File: config.mk
export PLATFORM = sky130hd
export DESIGN_NAME = fastram_sdram_bridge_flat
export DESIGN_NICKNAME = d
export VERILOG_FILES = /design/src/rtl/fastram_sdram_if.sv /design/src/rtl/fastram_sdram_bridge.sv /design/src/flat_wrapper.sv
export SDC_FILE = /design/constraint.sdc
export NUM_CORES = 1
export LEC_CHECK = 0
export ABC_AREA = 1
export CAP_MARGIN = 10
export CORE_ASPECT_RATIO = 0.6
export CORE_MARGIN = 2
export CORE_UTILIZATION = 40
export CTS_CLUSTER_DIAMETER = 40
export DETAILED_ROUTE_END_ITERATION = 12
export DONT_BUFFER_PORTS = 1
export GPL_ROUTABILITY_DRIVEN = 0
export MAX_ROUTING_LAYER = met4
export PLACE_DENSITY = 0.57
export SLEW_MARGIN = 20
export SYNTH_ARGS = -nofsm -noshare
export SYNTH_HDL_FRONTEND = slang
export SYNTH_SLANG_ARGS = --single-unit
File: constraint.sdc
create_clock -name clk_sys -period 2.5 [get_ports clk_sys]
set_clock_uncertainty 0.05 [all_clocks]
set_input_delay 0.25 -clock clk_sys [delete_from_list [all_inputs] [get_ports clk_sys]]
set_output_delay 0.25 -clock clk_sys [all_outputs]
set_load 0.03 [all_outputs]
File: src/rtl/fastram_sdram_if.sv
// fastram_sdram_if: bundle of the core-side fast-RAM port and the SDRAM controller port.
//   slave  - the bridge's view (core signals in, SDRAM request out)
//   master - the environment's view (core plus SDRAM controller)
// Core side : fast_clk, fastram_ce, fastram_we, fastram_address, fastram_datatoram,
//             fastram_datafromram, cpu_wait
// SDRAM side: sdram_req, sdram_we, sdram_addr, sdram_din, sdram_dout, sdram_ack, timeout_err
interface fastram_sdram_if #(
  parameter int unsigned ADDR_W = 23
) ();
  logic              fast_clk;
  logic              fastram_ce;
  logic              fastram_we;
  logic [ADDR_W-1:0] fastram_address;
  logic [7:0]        fastram_datatoram;
  logic [7:0]        fastram_datafromram;
  logic              cpu_wait;
  logic              sdram_req;
  logic              sdram_we;
  logic [ADDR_W-1:0] sdram_addr;
  logic [7:0]        sdram_din;
  logic [7:0]        sdram_dout;
  logic              sdram_ack;
  logic              timeout_err;

  modport slave (
    input  fast_clk, fastram_ce, fastram_we, fastram_address, fastram_datatoram,
    input  sdram_dout, sdram_ack,
    output fastram_datafromram, cpu_wait,
    output sdram_req, sdram_we, sdram_addr, sdram_din, timeout_err
  );

  modport master (
    output fast_clk, fastram_ce, fastram_we, fastram_address, fastram_datatoram,
    output sdram_dout, sdram_ack,
    input  fastram_datafromram, cpu_wait,
    input  sdram_req, sdram_we, sdram_addr, sdram_din, timeout_err
  );
endinterface

File: src/rtl/fastram_sdram_bridge.sv
// fastram_sdram_bridge: turns per-CPU-slot fast-RAM accesses into an SDRAM req/ack handshake.
// One-entry posted write buffer with read-after-write forwarding, a held read-data register,
// cpu_wait stall generation and a request timeout with a sticky error flag.
// Ports:
//   clk_sys - system clock
//   reset   - asynchronous active-high reset
//   bus_io  - fastram_sdram_if.slave: core access port and SDRAM controller request port
module fastram_sdram_bridge #(
  parameter int unsigned ADDR_W  = 23,
  parameter int unsigned TIMEOUT = 64
) (
  input logic            clk_sys,
  input logic            reset,
  fastram_sdram_if.slave bus_io
);

  typedef enum logic [1:0] {StIdle, StWrDrain, StRdIssue, StRdWait} state_e;

  localparam int unsigned     CntW    = (TIMEOUT > 2) ? $clog2(TIMEOUT) : 1;
  localparam logic [CntW-1:0] CntLast = CntW'(TIMEOUT - 1);

  state_e            state_q, state_d;
  logic              wb_valid_q, wb_valid_d;
  logic [ADDR_W-1:0] wb_addr_q, wb_addr_d;
  logic [7:0]        wb_data_q, wb_data_d;
  logic              req_q, req_d;
  logic              we_q, we_d;
  logic [ADDR_W-1:0] addr_q, addr_d;
  logic [7:0]        din_q, din_d;
  logic [7:0]        rdata_q, rdata_d;
  logic              wait_q, wait_d;
  logic              terr_q, terr_d;
  logic [CntW-1:0]   tcnt_q, tcnt_d;

  logic acc, ack, expire, hit;

  always_comb begin
    // A stalled access is re-sampled every cycle; the core holds its inputs meanwhile.
    acc    = (bus_io.fast_clk & bus_io.fastram_ce) | wait_q;
    ack    = bus_io.sdram_ack & req_q;
    expire = req_q & ~ack & (tcnt_q == CntLast);
    hit    = wb_valid_q & (bus_io.fastram_address == wb_addr_q);
  end

  always_comb begin
    state_d    = state_q;
    wb_valid_d = wb_valid_q;
    wb_addr_d  = wb_addr_q;
    wb_data_d  = wb_data_q;
    req_d      = req_q;
    we_d       = we_q;
    addr_d     = addr_q;
    din_d      = din_q;
    rdata_d    = rdata_q;
    wait_d     = wait_q;
    terr_d     = terr_q;
    tcnt_d     = (req_q && !ack && !expire) ? tcnt_q + 1'b1 : '0;

    unique case (state_q)
      StIdle: begin
        if (acc) begin
          if (bus_io.fastram_we) begin
            wb_valid_d = 1'b1;
            wb_addr_d  = bus_io.fastram_address;
            wb_data_d  = bus_io.fastram_datatoram;
            req_d      = 1'b1;
            we_d       = 1'b1;
            addr_d     = bus_io.fastram_address;
            din_d      = bus_io.fastram_datatoram;
            wait_d     = 1'b0;
            state_d    = StWrDrain;
          end else begin
            req_d   = 1'b1;
            we_d    = 1'b0;
            addr_d  = bus_io.fastram_address;
            wait_d  = 1'b1;
            state_d = StRdWait;
          end
        end
      end

      StWrDrain: begin
        if (ack) begin
          wb_valid_d = 1'b0;
          req_d      = 1'b0;
          state_d    = StIdle;
          if (acc && bus_io.fastram_we) begin
            // Refill the buffer on the retiring write's ack; req re-arms after a one-cycle gap.
            wb_valid_d = 1'b1;
            wb_addr_d  = bus_io.fastram_address;
            wb_data_d  = bus_io.fastram_datatoram;
            addr_d     = bus_io.fastram_address;
            din_d      = bus_io.fastram_datatoram;
            wait_d     = 1'b0;
            state_d    = StWrDrain;
          end else if (acc && hit) begin
            rdata_d = wb_data_q;
          end else if (acc) begin
            wait_d  = 1'b1;
            state_d = StRdIssue;
          end
        end else if (expire) begin
          // Posted write is dropped; a pending access is retried from idle.
          wb_valid_d = 1'b0;
          req_d      = 1'b0;
          terr_d     = 1'b1;
          state_d    = StIdle;
          if (acc) begin
            wait_d = 1'b1;
          end
        end else begin
          if (!req_q) begin
            req_d = 1'b1;
            we_d  = 1'b1;
          end
          if (acc) begin
            if (bus_io.fastram_we || !hit) begin
              wait_d = 1'b1;
            end else begin
              rdata_d = wb_data_q;
            end
          end
        end
      end

      StRdIssue: begin
        req_d   = 1'b1;
        we_d    = 1'b0;
        addr_d  = bus_io.fastram_address;
        state_d = StRdWait;
      end

      StRdWait: begin
        if (ack) begin
          rdata_d = bus_io.sdram_dout;
          req_d   = 1'b0;
          wait_d  = 1'b0;
          state_d = StIdle;
        end else if (expire) begin
          rdata_d = 8'hFF;
          req_d   = 1'b0;
          wait_d  = 1'b0;
          terr_d  = 1'b1;
          state_d = StIdle;
        end
      end

      default: state_d = StIdle;
    endcase
  end

  always_ff @(posedge clk_sys or posedge reset) begin
    if (reset) begin
      state_q    <= StIdle;
      wb_valid_q <= 1'b0;
      wb_addr_q  <= '0;
      wb_data_q  <= '0;
      req_q      <= 1'b0;
      we_q       <= 1'b0;
      addr_q     <= '0;
      din_q      <= '0;
      rdata_q    <= 8'hFF;
      wait_q     <= 1'b0;
      terr_q     <= 1'b0;
      tcnt_q     <= '0;
    end else begin
      state_q    <= state_d;
      wb_valid_q <= wb_valid_d;
      wb_addr_q  <= wb_addr_d;
      wb_data_q  <= wb_data_d;
      req_q      <= req_d;
      we_q       <= we_d;
      addr_q     <= addr_d;
      din_q      <= din_d;
      rdata_q    <= rdata_d;
      wait_q     <= wait_d;
      terr_q     <= terr_d;
      tcnt_q     <= tcnt_d;
    end
  end

  assign bus_io.fastram_datafromram = rdata_q;
  assign bus_io.cpu_wait            = wait_q;
  assign bus_io.sdram_req           = req_q;
  assign bus_io.sdram_we            = we_q;
  assign bus_io.sdram_addr          = addr_q;
  assign bus_io.sdram_din           = din_q;
  assign bus_io.timeout_err         = terr_q;

endmodule

File: src/flat_wrapper.sv
// flat-port wrapper written by rule: the top's interface ports become plain ports
module fastram_sdram_bridge_flat 
#(
  parameter int unsigned ADDR_W  = 23,
  parameter int unsigned TIMEOUT = 64
)
  (clk_sys, reset, bus_io_fast_clk, bus_io_fastram_ce, bus_io_fastram_we, bus_io_fastram_address, bus_io_fastram_datatoram, bus_io_sdram_dout, bus_io_sdram_ack, bus_io_fastram_datafromram, bus_io_cpu_wait, bus_io_sdram_req, bus_io_sdram_we, bus_io_sdram_addr, bus_io_sdram_din, bus_io_timeout_err);
  fastram_sdram_if #(.ADDR_W(ADDR_W)) bus_io_i ();
  input logic clk_sys;
  input logic reset;
  input wire logic [$bits(bus_io_i.fast_clk)-1:0] bus_io_fast_clk;
  input wire logic [$bits(bus_io_i.fastram_ce)-1:0] bus_io_fastram_ce;
  input wire logic [$bits(bus_io_i.fastram_we)-1:0] bus_io_fastram_we;
  input wire logic [$bits(bus_io_i.fastram_address)-1:0] bus_io_fastram_address;
  input wire logic [$bits(bus_io_i.fastram_datatoram)-1:0] bus_io_fastram_datatoram;
  input wire logic [$bits(bus_io_i.sdram_dout)-1:0] bus_io_sdram_dout;
  input wire logic [$bits(bus_io_i.sdram_ack)-1:0] bus_io_sdram_ack;
  output wire logic [$bits(bus_io_i.fastram_datafromram)-1:0] bus_io_fastram_datafromram;
  output wire logic [$bits(bus_io_i.cpu_wait)-1:0] bus_io_cpu_wait;
  output wire logic [$bits(bus_io_i.sdram_req)-1:0] bus_io_sdram_req;
  output wire logic [$bits(bus_io_i.sdram_we)-1:0] bus_io_sdram_we;
  output wire logic [$bits(bus_io_i.sdram_addr)-1:0] bus_io_sdram_addr;
  output wire logic [$bits(bus_io_i.sdram_din)-1:0] bus_io_sdram_din;
  output wire logic [$bits(bus_io_i.timeout_err)-1:0] bus_io_timeout_err;
  assign bus_io_i.fast_clk = bus_io_fast_clk;
  assign bus_io_i.fastram_ce = bus_io_fastram_ce;
  assign bus_io_i.fastram_we = bus_io_fastram_we;
  assign bus_io_i.fastram_address = bus_io_fastram_address;
  assign bus_io_i.fastram_datatoram = bus_io_fastram_datatoram;
  assign bus_io_i.sdram_dout = bus_io_sdram_dout;
  assign bus_io_i.sdram_ack = bus_io_sdram_ack;
  assign bus_io_fastram_datafromram = bus_io_i.fastram_datafromram;
  assign bus_io_cpu_wait = bus_io_i.cpu_wait;
  assign bus_io_sdram_req = bus_io_i.sdram_req;
  assign bus_io_sdram_we = bus_io_i.sdram_we;
  assign bus_io_sdram_addr = bus_io_i.sdram_addr;
  assign bus_io_sdram_din = bus_io_i.sdram_din;
  assign bus_io_timeout_err = bus_io_i.timeout_err;
  fastram_sdram_bridge #(.ADDR_W(ADDR_W), .TIMEOUT(TIMEOUT)) u_core (.clk_sys(clk_sys), .reset(reset), .bus_io(bus_io_i));
endmodule
==> run summary, run 1 <==
The capture endpoint of the worst hold path is u_core.wb_data_q[2]. The tool flagged a number of max-cap violations equal to 0. Fraction of final layout cells with drive strength greater than 1: 9.302%.

The slew at the pin with the worst max-slew slack was 0.4174 ns; the maximum buffer depth of the clock tree was 2. The area share of the leading cell type in the synthesized netlist came out at 43.62%. The HPWL after detailed placement is 6693 µm. Hold timing on the final database bottoms out at a slack of 0.01811 ns. The number of synthesized register bits was 75.

The tools report the startpoint of the worst hold path as bus_io_fastram_datatoram[2]. The tools report the max-slew violation count as 0. The full die area is 0.01043 mm². For this run, design rule violations remaining after detail routing come to 0. In this run the power density over the cells is 1544 mW/mm².

By count the netlist is led by sky130_fd_sc_hd__nand2_1 (163), sky130_fd_sc_hd__dfrtp_1 (67), sky130_fd_sc_hd__inv_1 (65). The arrival time of data at the critical path endpoint was 2.34 ns. Setup violations remaining at the end of the flow were counted as 0. The initial utilization of the core area, before any placement, comes to 41.52%. The clock network is responsible for 20.7% of the overall power.

The maximum fanout count along the critical path came out at 30. The most common cell in the synthesized netlist is sky130_fd_sc_hd__nand2_1. The register-to-register setup slack is 0.32 ns, and the time the final worst path needs with I/O delays and setup is 2.177 ns. Setup total negative slack on the finished layout was measured at 0 ns. The via count of the routed design was 3151. The number of hold violations in the final report is 0. The first detailed-routing pass ran for 7 iterations.

Net switching power: 3.112 mW. The number of global-route vias before repair is 2890, and the final routed wirelength across all metal layers is 9069 µm. STA classifies the critical path startpoint as a register. The area growth from synthesis to layout is 14.36%. The tools report the critical path capture point type as a register. The sum of met2 wire segment lengths after detailed routing came out at 3590 µm. Cell at the root of the clock tree: sky130_fd_sc_hd__clkbuf_16. Entering global routing, the biggest net connects 76 pins. The tools report the TritonCTS buffer count as 9.

Per report_power, the combinational group accounts for 35.6% of the total. Cell internal power was estimated by the tool at 3.673 mW. The most used flip-flop cell after synthesis is sky130_fd_sc_hd__dfrtp_1. Number of top-level pins: 88. After the last flow step, the layout net total stands at 561. In this run the critical register-to-register path is captured at u_core.wb_data_q[5].

TritonCTS built the clock tree. The worst reg-to-reg path cell count is 7, and the quantity of hold-fixing buffers added after cts is 1. In this run, synthesis inferred 0 flip-flops with an integrated enable. The min-delay analysis places its worst path in the category input pin to register.

In the post-synthesis netlist, the biggest area contributors are sky130_fd_sc_hd__dfrtp_1 (44%), sky130_fd_sc_hd__nand2_1 (16%), sky130_fd_sc_hd__o21ai_0 (7.2%). The standard cell area after detailed placement is 0.004035 mm², and the number of buffers added on ports is 0. For the first-pass GRT wire length, the log shows 14820 µm. The detail route stage leaves a number of antenna-violating nets equal to 0. Derived from the worst setup path, the maximum achievable clock frequency is 459.4 MHz.

The tools report the total routed wire length on the met1 layer as 4547 µm. In this run, the number of DRC markers left after iteration 0 of detailed routing was 228. Registers are responsible for 43.8% of the overall power.

The run finished with clean final reports. The total overflow left after global routing is 0. In this run the top signal layer used is met4.

For this run, the number of Yosys warnings is 0. Clock latency reported for the late side of the worst-skew pair: 0.33 ns. After filler insertion, the fill cell instance count of the layout stands at 906. For the area inside the core boundary, the log shows 0.009256 mm². The hold path depth is 1. After synthesis, the netlist uses 34 different library cells. For this design the static power due to leakage is 2.216 nW. After technology mapping, the gate count stands at 501. Setup repair after global routing left no endpoint under its margin. The worst-case IR drop observed on VDD is 0.7448 mV. The initial antenna violation count came out at 1.

Measured against its own limit, the worst slew margin works out to 72.17%. Synthesis produced a netlist with a net count of 551. The worst setup path category was register to register. With fillers left out, the area of the finished cells amounts to 0.004395 mm².

The area of the mapped netlist was 0.003844 mm²; the clock transition at the register clock pins on the worst setup and hold paths after CTS was 0.06 ns. The share of the clock period used by the worst path after layout was 87.07%; the H-tree depth was 3. Source of the worst register-to-register timing path: u_core.state_q[1]. Wire segments on met3 add up to 832 µm in the final route.

The switching power as a share of total power is 45.87%, and the width of the die is 130.6 µm. The die is 79.93 µm tall. Sequential elements use 49.09% of the synthesized area. The synthesized design spends more area on one cell type than any other, namely sky130_fd_sc_hd__dfrtp_1. Global routing consumed, over all layers together, 19.33% of the routing resources. Mean instance size in the synthesized netlist: 7.672 µm².

Once the clock tree was built, the setup fixing pass inserted 0 buffers. After detailed routing, the average wire length per cell comes to 14.02 µm. The floorplan has 27 rows. The tools report the number of gates resized after CTS as 0.

For this run, asynchronously set or reset flops after synthesis account for 100.0%. For this design, the sink count on the clock tree is 75. For the worst setup path, the data required time is 2.67 ns.

Using the TritonRoute via totals, the vias-per-cell ratio works out to 4.870.
layer usage:
metal  vias up  GRT usage [%]
met1      1431          27.66
met3         9          7.842
met5         -              -
met2       112          24.74
met4         0          5.532
li1       1599              -
power by group through the flow:
stage          clock, mW  sequential, mW  combinational [mW]
4_1_cts             1.44            2.97                2.43
3_3_place_gp           0            2.98                2.36
6_report            1.40            2.97                2.41
2_1_floorplan          0            2.88                1.89
5_1_grt             1.51            3.05                2.84
3_5_place_dp           0            2.99                2.42
worst max path at each step:
| stage | startpoint | end | slack (ns) |
|---|---|---|---|
| global route | u_core.state_q[1] | u_core.bus_io.fastram_datafromram[6] | 0.09 |
| global placement | u_core.bus_io.sdram_req | u_core.bus_io.fastram_datafromram[2] | 0.41 |
| detailed placement | u_core.state_q[1] | u_core.wb_data_q[5] | 0.40 |
| finish | u_core.state_q[1] | u_core.wb_data_q[5] | 0.32 |
| floorplan | reset | u_core.bus_io.cpu_wait | 0.30 |
| CTS | u_core.state_q[1] | u_core.wb_data_q[5] | 0.39 |
cells in the final DEF, fill, tap and decap left out, types with 2 or more instances in the layout:
| cell type | synthesis | layout |
|---|---|---|
| sky130_fd_sc_hd__nand2_1 | 163 | 163 |
| sky130_fd_sc_hd__dfrtp_1 | 67 | 67 |
| sky130_fd_sc_hd__inv_1 | 65 | 64 |
| sky130_fd_sc_hd__o21ai_0 | 55 | 55 |
| sky130_fd_sc_hd__nor2_1 | 54 | 54 |
| sky130_fd_sc_hd__nand3_1 | 17 | 17 |
| sky130_fd_sc_hd__a21oi_1 | 14 | 14 |
| sky130_fd_sc_hd__clkbuf_16 | 0 | 9 |
| sky130_fd_sc_hd__dfstp_2 | 8 | 8 |
| sky130_fd_sc_hd__mux2_2 | 7 | 7 |
| sky130_fd_sc_hd__nand4_1 | 6 | 6 |
| sky130_fd_sc_hd__ha_1 | 5 | 5 |
| sky130_fd_sc_hd__buf_4 | 0 | 5 |
| sky130_fd_sc_hd__xor2_1 | 4 | 4 |
| sky130_fd_sc_hd__clkinv_2 | 0 | 4 |
| sky130_fd_sc_hd__xnor2_1 | 3 | 3 |
| sky130_fd_sc_hd__dlygate4sd3_1 | 0 | 3 |
| sky130_fd_sc_hd__clkinv_1 | 2 | 2 |
| sky130_fd_sc_hd__nand2_4 | 2 | 2 |
| sky130_fd_sc_hd__nor3_1 | 2 | 2 |
| sky130_fd_sc_hd__clkbuf_8 | 0 | 2 |
| sky130_fd_sc_hd__bufinv_16 | 0 | 2 |
| sky130_fd_sc_hd__buf_12 | 0 | 2 |
through the flow:
stage | total power [mW] | utilization [%] | cells | setup WS (ns)
after floorplan | 4.771 | - | 501 | 0.3033
after global placement | 5.343 | 43.59 | 627 | 0.4102
after detailed placement | 5.403 | 43.59 | 627 | 0.4031
after CTS | 6.848 | 47.24 | 644 | 0.3929
after global routing | 7.400 | 47.49 | 647 | 0.09407
final | 6.785 | 47.49 | 647 | 0.3232
logic make-up (layout without fill, tap and decap cells):
group | count (synthesis) | count (layout) | share of synthesized area, %
AO/OA/AOI/OAI | 77 | 77 | 10.81
XOR/XNOR | 7 | 7 | 1.595
AND/OR/NAND/NOR | 252 | 252 | 26.99
adder cells (fa/ha/maj) | 5 | 5 | 1.628
other | 0 | 1 | 0
flip-flops | 75 | 75 | 49.09
buffers and inverters | 78 | 93 | 7.845
multiplexers | 7 | 7 | 2.051
cell type report:
class / count / area (µm²) / share of cell area [%]
clock buffer: 11 / 252.7 / 5.750
multi-input combinational: 348 / 1655 / 37.66
clock inverter: 5 / 75.07 / 1.708
sequential: 75 / 1887 / 42.93
timing repair buffer: 10 / 107.6 / 2.448
antenna: 1 / 2.502 / 0.05693
inverter: 67 / 252.7 / 5.750
tap: 130 / 162.7 / 3.701
critical path, cell delays in order (launching register included):
cell                      delay, ns
sky130_fd_sc_hd__dfrtp_1       0.43
sky130_fd_sc_hd__inv_1         0.10
sky130_fd_sc_hd__ha_1          0.27
sky130_fd_sc_hd__inv_1         0.15
sky130_fd_sc_hd__o21ai_0       0.29
sky130_fd_sc_hd__nand2_1       0.26
sky130_fd_sc_hd__buf_12        0.23
sky130_fd_sc_hd__mux2_2        0.28
sequential cells by signal, summed over array words and instances, names as in the netlist:
register                           flops
u_core.state_q                         2
u_core.wb_data_q                       8
u_core.bus_io.timeout_err              1
u_core.wb_valid_q                      1
u_core.bus_io.cpu_wait                 1
u_core.bus_io.sdram_req                1
u_core.wb_addr_q                      23
u_core.tcnt_q                          6
u_core.bus_io.sdram_addr              23
u_core.bus_io.sdram_we                 1
u_core.bus_io.fastram_datafromram      8
Power figures use the tool's default switching activity.
==> inputs of run 2 (changes only) <==
==> constraint.sdc (replaced) <==
create_clock -name clk_sys -period 2.5 [get_ports clk_sys]
set_clock_uncertainty 0.05 [all_clocks]
set_input_delay 0.75 -clock clk_sys [delete_from_list [all_inputs] [get_ports clk_sys]]
set_output_delay 0.75 -clock clk_sys [all_outputs]
set_load 0.03 [all_outputs]
==> run 2 against run 1 <==
Non-clock buffer count decreased by 1. Maximum frequency decreased by 1.2%. Die area unchanged. Global-route usage increased by 0.69 points. Utilization decreased by 0.18 points. Critical path type unchanged.
==> run summary, run 2 (synthesized netlist as in run 1, its figures left out) <==
The source of the worst register-to-register timing path is u_core.state_q[1] (unchanged). The logs give 9383 µm (was 9069 µm) for the final routed wirelength across all metal layers and 2.202 nW (was 2.216 nW) for the cell leakage power. The quantity of hold-fixing buffers added after cts was 0 (was 1).

For the first-pass GRT wire length, the log shows 15330 µm (was 14820 µm). Cell at the root of the clock tree: sky130_fd_sc_hd__clkbuf_16 (unchanged). The setup TNS after final layout came out at 0 ns (unchanged). Power density over the cells: 1562 mW/mm² (was 1544 mW/mm²).

Leading cell types in the layout, fill and taps excluded: sky130_fd_sc_hd__nand2_1 (163), sky130_fd_sc_hd__dfrtp_1 (67), sky130_fd_sc_hd__inv_1 (64) (unchanged). TritonCTS built the clock tree. The H-tree depth came out at 3 (unchanged).

The tools report the highest ir drop seen on vdd as 0.7315 mV (was 0.7448 mV). The most common cell after layout, fill and taps aside is sky130_fd_sc_hd__nand2_1 (unchanged). The effective utilization at floorplan was 41.52% (unchanged). The tools report the internal power as 3.661 mW (was 3.673 mW). The number of top-level pins is 88 (unchanged), and the number of gates resized after CTS is 0 (unchanged). The tools report the maximum buffer depth of the clock tree as 2 (unchanged). The number of nets in the finished design is 560 (was 561), and the number of global-route vias before repair is 2986 (was 2890). Critical path capture point type: a register (unchanged). The switching power as a share of total power was 46.48% (was 45.87%); the worst reg-to-reg path cell count was 9 (was 7). The slew at the pin with the worst max-slew slack was 0.4346 ns (was 0.4174 ns); the proportion of power drawn by combinational gates was 36.6% (was 35.6%). The initial antenna violation count was 0 (was 1); the growth of design area from synthesis to finish was 13.93% (was 14.36%). The maximum clock frequency was 453.7 MHz (was 459.4 MHz); the fraction of final layout cells with drive strength greater than 1 was 9.709% (was 9.302%). The logs give 0 (unchanged) for the number of remaining DRC errors and 6964 µm (was 6693 µm) for the half-perimeter wire length of the detailed placement result.

The data required time at the worst endpoint is 2.66 ns (was 2.67 ns). The classification of the worst-slack hold path was input pin to async pin (was input pin to register). The flow ran to the end, and the final reports show no timing, DRC or antenna violations. Setup repair after global routing left no endpoint under its margin.

The area inside the core boundary is 0.009256 mm² (unchanged). The total inserted antenna cells was 0 (was 1); the number of max-capacitance violations reported was 0 (unchanged). For the final setup violation count, the log shows 0 (unchanged). The relative slew slack is 70.97% (was 72.17%). The worst setup path category is register to register (unchanged). The time the final worst path needs with I/O delays and setup was 2.204 ns (was 2.177 ns); the share of the clock period used by the worst path after layout was 88.17% (was 87.07%). The run gives 27 (unchanged) as the count of standard-cell rows. The arrival time of data at the critical path endpoint was 2.36 ns (was 2.34 ns). The logs give 0 (unchanged) for the number of hold violations in the final report and 0.001887 mm² (unchanged) for the sequential standard cell area.

The maximum fanout count along the critical path works out to 22 (was 30). Number of fillers in the final layout: 938 (was 906). The area used by multi-input combinational logic is 0.001655 mm² (unchanged), and the overflow left after global routing is 0 (unchanged). The run gives 20.02% (was 19.33%) as the total global-route track usage.

The tools report the register-to-register setup slack as 0.30 ns (was 0.32 ns). The clock group share of total power came out at 19.7% (was 20.7%). The run gives 4 (was 7) as the number of search-and-repair iterations in the first detailed-routing pass.

The run gives 3.179 mW (was 3.112 mW) as the net switching power. The run gives 76 (unchanged) as the largest net degree at the start of global routing. The average wire length per cell after detail routing was 14.55 µm (was 14.02 µm).

The iteration-0 DRC count of the detailed router is 214 (was 228), and the sequential cell fraction of total power is 43.7% (was 43.8%). Capture instance of the worst register-to-register path: u_core.wb_addr_q[4] (was u_core.wb_data_q[5]). The logs give 47.31% (was 47.49%) for the core utilization of the finished layout and 0.33 ns (about the same) for the clock latency reported for the late side of the worst-skew pair. The number of clock sinks was 75 (unchanged); the number of buffers added for setup after CTS was 0 (unchanged). Number of buffers added on ports: 0 (unchanged).

Overall die height: 79.93 µm (unchanged). The tools report the type of origin of the critical path as a register (unchanged). The TritonCTS buffer count was 9 (unchanged).

The number of routed nets with antenna violations was 0 (unchanged). The via density per instance came out at 4.834 (was 4.870). The width of the die is 130.6 µm (unchanged), and the clock transition at the register clock pins on the worst setup and hold paths after CTS is 0.06 ns (about the same). Via count of the routed design: 3118 (was 3151).

The logs give 0.01043 mm² (unchanged) for the full die area and 0 (unchanged) for the max-slew violation count.
-- run 2: cell types whose count changed in the layout (fill, tap and decap cells not counted), sizes merged --
| cell | change |
|---|---|
| buf | +2 |
| bufinv | -1 |
| clkinvlp | +2 |
| dlygate4sd3 | -3 |
| clkbuf | +1 |
| clkinv | -2 |
| diode | -1 |
-- run 2: metrics by stage --
step           worst slack [ns]  instance area, µm²  power (mW)  hold WS, ns  cells
4_1_cts                  0.3400                4379       6.909       0.3555    645
3_5_place_dp             0.2407                4065       5.517       0.4023    629
3_3_place_gp             0.2410                4065       5.447       0.3943    629
2_1_floorplan            0.4896                3847       4.771       0.3829    501
6_report                 0.2958                4379       6.840       0.3430    645
5_1_grt                  0.1235                4379       7.432       0.3672    645
-- run 2: worst max-delay path by stage --
stage / start / endpoint / slack [ns]
floorplan: bus_io_sdram_ack / u_core.wb_data_q[1] / 0.49
global placement: bus_io_fast_clk / u_core.wb_addr_q[6] / 0.24
detailed placement: bus_io_fast_clk / u_core.wb_addr_q[14] / 0.24
CTS: u_core.state_q[1] / u_core.wb_addr_q[14] / 0.34
global route: u_core.state_q[1] / u_core.wb_addr_q[14] / 0.12
finish: u_core.state_q[1] / u_core.wb_addr_q[4] / 0.30
-- run 2: per-layer routing --
layer	global-route usage (%)	routed length [µm]
met1	29.56	4953
met2	25.83	3689
met3	6.434	679
met4	5.745	61
met5	-	0
-- run 2: worst max-delay path: stages (launching register included) --
cell and delay (ns):
sky130_fd_sc_hd__dfrtp_1 0.44, sky130_fd_sc_hd__inv_1 0.11, sky130_fd_sc_hd__ha_1 0.25, sky130_fd_sc_hd__inv_1 0.14, sky130_fd_sc_hd__o21ai_0 0.29, sky130_fd_sc_hd__nand2_1 0.24, sky130_fd_sc_hd__buf_12 0.21, sky130_fd_sc_hd__buf_4 0.20
sky130_fd_sc_hd__nand2_1 0.07, sky130_fd_sc_hd__o21ai_0 0.08
-- run 2: final cells by class --
type,instances,share of cell area [%]
Sequential cell,75,43.09
Timing Repair Buffer,9,2.400
Multi-Input combinational cell,348,37.80
Clock buffer,12,6.086
Clock inverter,4,1.086
Tap cell,130,3.714
Inverter,67,5.829
-- run 2: power groups by stage --
stage,clock [mW],combinational (mW),sequential [mW]
final,1.35,2.50,2.99
after global routing,1.44,2.92,3.08
after CTS,1.40,2.52,2.99
after detailed placement,0,2.51,3.01
after global placement,0,2.45,2.99
after floorplan,0,1.89,2.88
==> inputs of run 3 (changes only) <==
--- a/config.mk
+++ b/config.mk
@@ -5,7 +5,6 @@
 export SDC_FILE = /design/constraint.sdc
 export NUM_CORES = 1
 export LEC_CHECK = 0
-export ABC_AREA = 1
 export CAP_MARGIN = 10
 export CORE_ASPECT_RATIO = 0.6
 export CORE_MARGIN = 2
==> run 3 against run 2 <==
Clock power fell by 12%. Sequential cell count did not move. Largest cell class unchanged. Largest power group unchanged. Critical path type unchanged. Worst hold slack got worse by 0.067 ns. Critical endpoint is now u_core.bus_io.fastram_datafromram[6].
==> run summary, run 3 <==
The tools report the proportion of power drawn by combinational gates as 33.4% (was 36.6%). The run gives 0.33 ns (about the same) as the clock latency reported for the late side of the worst-skew pair. Most used standard cells in the synthesized netlist: sky130_fd_sc_hd__dfrtp_1 (67), sky130_fd_sc_hd__mux2_2 (63), sky130_fd_sc_hd__nor2_1 (34) (was sky130_fd_sc_hd__nand2_1 (163), sky130_fd_sc_hd__dfrtp_1 (67), sky130_fd_sc_hd__inv_1 (65)).

The max-slew violation count is 0 (unchanged), and the share of synthesized registers carrying an async set or reset is 100.0% (unchanged). The tools report the share of synthesized area occupied by flip-flops and latches as 53.04% (was 49.09%). The maximum clock frequency was 433.1 MHz (was 453.7 MHz); the final routed wirelength across all metal layers was 7145 µm (was 9383 µm).

Setup repair after global routing left no endpoint under its margin. The cell leakage power was 1.652 nW (was 2.202 nW); the time the final worst path needs with I/O delays and setup was 2.309 ns (was 2.204 ns). The final design instance area without fill is 0.004024 mm² (was 0.004379 mm²), and the power density over the cells is 1545 mW/mm² (was 1562 mW/mm²). Clock group share of total power: 19.2% (was 19.7%). The run gives 2162 (was 3118) as the via count of the routed design.

The highest ir drop seen on vdd came out at 0.6832 mV (was 0.7315 mV). The area share of the leading cell type in the synthesized netlist was 47.13% (was 43.62%). The relative slew slack was 64.91% (was 70.97%).

The via density per instance is 5.260 (was 4.834), and the sequential cell fraction of total power is 47.4% (was 43.7%). The number of global-route vias before repair is 2224 (was 2986), and the fraction of final layout cells with drive strength greater than 1 is 35.45% (was 9.709%). The cell that appears most often on the critical path is sky130_fd_sc_hd__and3_4. The number of hold violations in the final report was 0 (unchanged); the area inside the core boundary was 0.008588 mm² (was 0.009256 mm²). The most used flip-flop cell after synthesis was sky130_fd_sc_hd__dfrtp_1 (unchanged). The clock transition at the register clock pins on the worst setup and hold paths after CTS works out to 0.06 ns (about the same). Delay of the slowest cell on the worst path: 0.39 ns (was 0.44 ns).

The cell at the root of the clock tree was sky130_fd_sc_hd__clkbuf_16 (unchanged). The most numerous cell in the Yosys netlist is sky130_fd_sc_hd__dfrtp_1 (was sky130_fd_sc_hd__nand2_1). The internal power came out at 3.692 mW (was 3.661 mW). The source of the worst register-to-register timing path is u_core.tcnt_q[0] (was u_core.state_q[1]). The number of synthesized register bits works out to 75 (unchanged). Critical path capture point type: a register (unchanged). The run gives 2.526 mW (was 3.179 mW) as the net switching power. Total global-route track usage: 16.70% (was 20.02%). The run gives 0 (unchanged) as the quantity of hold-fixing buffers added after cts. The distinct cell type count of the synthesized netlist is 39 (was 34), and the number of routed nets with antenna violations is 0 (unchanged). The width of the die works out to 125.7 µm (was 130.6 µm).

The tools report the number of top-level pins as 88 (unchanged). The maximum fanout count along the critical path was 8 (was 22). The maximum buffer depth of the clock tree is 2 (unchanged), and the mean instance size in the synthesized netlist is 12.48 µm² (was 7.672 µm²). The H-tree depth was 3 (unchanged). The average wire length per cell after detail routing works out to 17.38 µm (was 14.55 µm).

The post-synthesis cell type with the largest combined area is sky130_fd_sc_hd__dfrtp_1 (unchanged). The number of fillers in the final layout is 799 (was 938). The first-pass GRT wire length is 11930 µm (was 15330 µm), and the number of search-and-repair iterations in the first detailed-routing pass is 4 (unchanged). Number of gates resized after CTS: 0 (unchanged).

The standard cell area after detailed placement was 0.003747 mm² (was 0.004065 mm²). The setup TNS after final layout is 0 ns (unchanged), and the effective utilization at floorplan is 41.42% (was 41.52%). The tools report the half-perimeter wire length of the detailed placement result as 5132 µm (was 6964 µm). Cell-by-cell listing of the critical path: ha_1, and3_4, and3_4, a2111oi_4, a311oi_2, a21oi_4, mux2_2 (was inv_1, ha_1, inv_1, o21ai_0, nand2_1, buf_12, buf_4, nand2_1, o21ai_0).

The switching power as a share of total power came out at 40.62% (was 46.48%). The tools report the type of origin of the critical path as a register (unchanged). The run gives 0 (unchanged) as the number of max-capacitance violations reported.

The area of the mapped netlist is 0.003557 mm² (was 0.003844 mm²), and the number of synthesis warnings is 0 (unchanged). Iteration-0 DRC count of the detailed router: 94 (was 214). TritonCTS built the clock tree. The share of the clock period used by the worst path after layout works out to 92.36% (was 88.17%). The run finished with clean final reports.

For the arrival time of data at the critical path endpoint, the log shows 2.52 ns (was 2.36 ns). The number of enable flip-flop cells after synthesis came out at 0 (unchanged). The final setup violation count came out at 0 (unchanged).

The run gives 2.71 ns (was 2.66 ns) as the data required time at the worst endpoint. The slew at the pin with the worst max-slew slack came out at 0.5252 ns (was 0.4346 ns). Classification of the worst-slack hold path: input pin to async pin (unchanged).

The number of buffers added for setup after CTS was 0 (unchanged); the number of nets in the finished design was 344 (was 560). The number of clock sinks is 75 (unchanged). The largest net degree at the start of global routing is 55 (was 76), and the net count after synthesis is 335 (was 551). The number of remaining DRC errors came out at 0 (unchanged). The tools report the gate count after technology mapping as 285 (was 501).

The first element of the critical path was u_core.tcnt_q[0] (was u_core.state_q[1]). The tools report the full die area as 0.009688 mm² (was 0.01043 mm²). The initial antenna violation count was 0 (unchanged). The overflow left after global routing was 0 (unchanged).

Worst setup path category: register to register (unchanged). Ranking of synthesized cells by area: sky130_fd_sc_hd__dfrtp_1 (47%), sky130_fd_sc_hd__mux2_2 (20%), sky130_fd_sc_hd__xnor2_1 (6.4%) (was sky130_fd_sc_hd__dfrtp_1 (44%), sky130_fd_sc_hd__nand2_1 (16%), sky130_fd_sc_hd__o21ai_0 (7.2%)). The most common cell after layout, fill and taps aside was sky130_fd_sc_hd__dfrtp_1 (was sky130_fd_sc_hd__nand2_1). The number of buffers added on ports was 0 (unchanged). The tools report the TritonCTS buffer count as 9 (unchanged). Library cell contributing the largest single delay on the critical path: sky130_fd_sc_hd__dfrtp_1 (unchanged).

The total inserted antenna cells was 0 (unchanged); the count of standard-cell rows was 26 (was 27). Leading cell types in the layout, fill and taps excluded: sky130_fd_sc_hd__dfrtp_1 (67), sky130_fd_sc_hd__mux2_2 (63), sky130_fd_sc_hd__nor2_1 (34) (was sky130_fd_sc_hd__nand2_1 (163), sky130_fd_sc_hd__dfrtp_1 (67), sky130_fd_sc_hd__inv_1 (64)). The growth of design area from synthesis to finish works out to 13.12% (was 13.93%). The overall die height is 77.05 µm (was 79.93 µm).
==> run 3: cell count changes after synthesis, moves of 3 or more <==
cell	delta
sky130_fd_sc_hd__a21o_1	+3
sky130_fd_sc_hd__a21oi_1	-5
sky130_fd_sc_hd__inv_1	-58
sky130_fd_sc_hd__mux2_2	+56
sky130_fd_sc_hd__nand2_1	-157
sky130_fd_sc_hd__nand2b_1	+3
sky130_fd_sc_hd__nand3_1	-13
sky130_fd_sc_hd__nor2_1	-20
sky130_fd_sc_hd__o21ai_0	-49
sky130_fd_sc_hd__xnor2_1	+23
sky130_fd_sc_hd__xor2_1	-3
==> run 3: final timing paths <==
path,to,slack [ns],depth (start not counted)
worst max-delay path,u_core.bus_io.fastram_datafromram[6],0.19,7
worst min-delay path,u_core.wb_addr_q[10],0.28,1
worst max register to register,u_core.bus_io.fastram_datafromram[6],0.19,7
worst min register to register,u_core.tcnt_q[0],0.41,1
max in group asynchronous,u_core.bus_io.fastram_datafromram[6],1.44,2
min in group clk_sys,u_core.tcnt_q[0],0.41,1
==> run 3: per-layer routing <==
layer | up-vias | track usage [%] | part of all wire [%]
met3 | 6 | 7.746 | 8.5
met1 | 1065 | 23.02 | 50
met5 | - | - | 0
met2 | 70 | 21.14 | 40
li1 | 1021 | - | -
met4 | 0 | 6.264 | 1.4
==> run 3: kinds of logic (layout without fill, tap and decap cells) <==
logic type      after synthesis  after routing  synth area share [%]
buf+inv                      17             31                 2.181
fa+ha+maj                     5              5                 1.759
simple gates                 63             63                 8.512
flops                        75             75                 53.04
xor+xnor                     27             27                 6.648
compound gates               33             33                 7.352
mux                          65             65                 20.51
==> run 3: layout make-up <==
type	count	area, µm²	area share [%]
well taps	112	140.1	3.483
multi-input cells	193	1593	39.58
clock inverters	7	51.30	1.275
inverters	7	30.03	0.7463
clock buffers	9	225.2	5.597
flip-flops and latches	75	1887	46.89
repair buffers	8	97.59	2.425
==> run 3: per-stage QoR <==
step | hold WS [ns] | setup slack [ns] | cells | util (%) | power (mW)
finish | 0.2757 | 0.1911 | 411 | 46.85 | 6.218
global route | 0.3001 | 0.07890 | 411 | 46.85 | 6.631
CTS | 0.2796 | 0.1902 | 411 | 46.85 | 6.288
detailed placement | 0.4027 | 0.1388 | 395 | 43.63 | 5.059
global placement | 0.4050 | 0.1415 | 395 | 43.63 | 5.024
floorplan | 0.3799 | 0.2591 | 285 | - | 4.578
==> run 3: power by group through the flow <==
stage	Combinational [mW]	Sequential, mW	Clock (mW)
2_1_floorplan	1.72	2.86	0
3_3_place_gp	2.06	2.97	0
3_5_place_dp	2.08	2.98	0
4_1_cts	2.10	2.96	1.23
5_1_grt	2.31	3.03	1.29
6_report	2.08	2.95	1.19
==> run 3: critical path, delay by kind of cell, from the launching register on <==
| kind | cells | cell delay (ns) |
|---|---|---|
| mux | 1 | 0.38 |
| flops | 1 | 0.39 |
| fa+ha+maj | 1 | 0.23 |
| compound gates | 3 | 0.79 |
| simple gates | 2 | 0.39 |
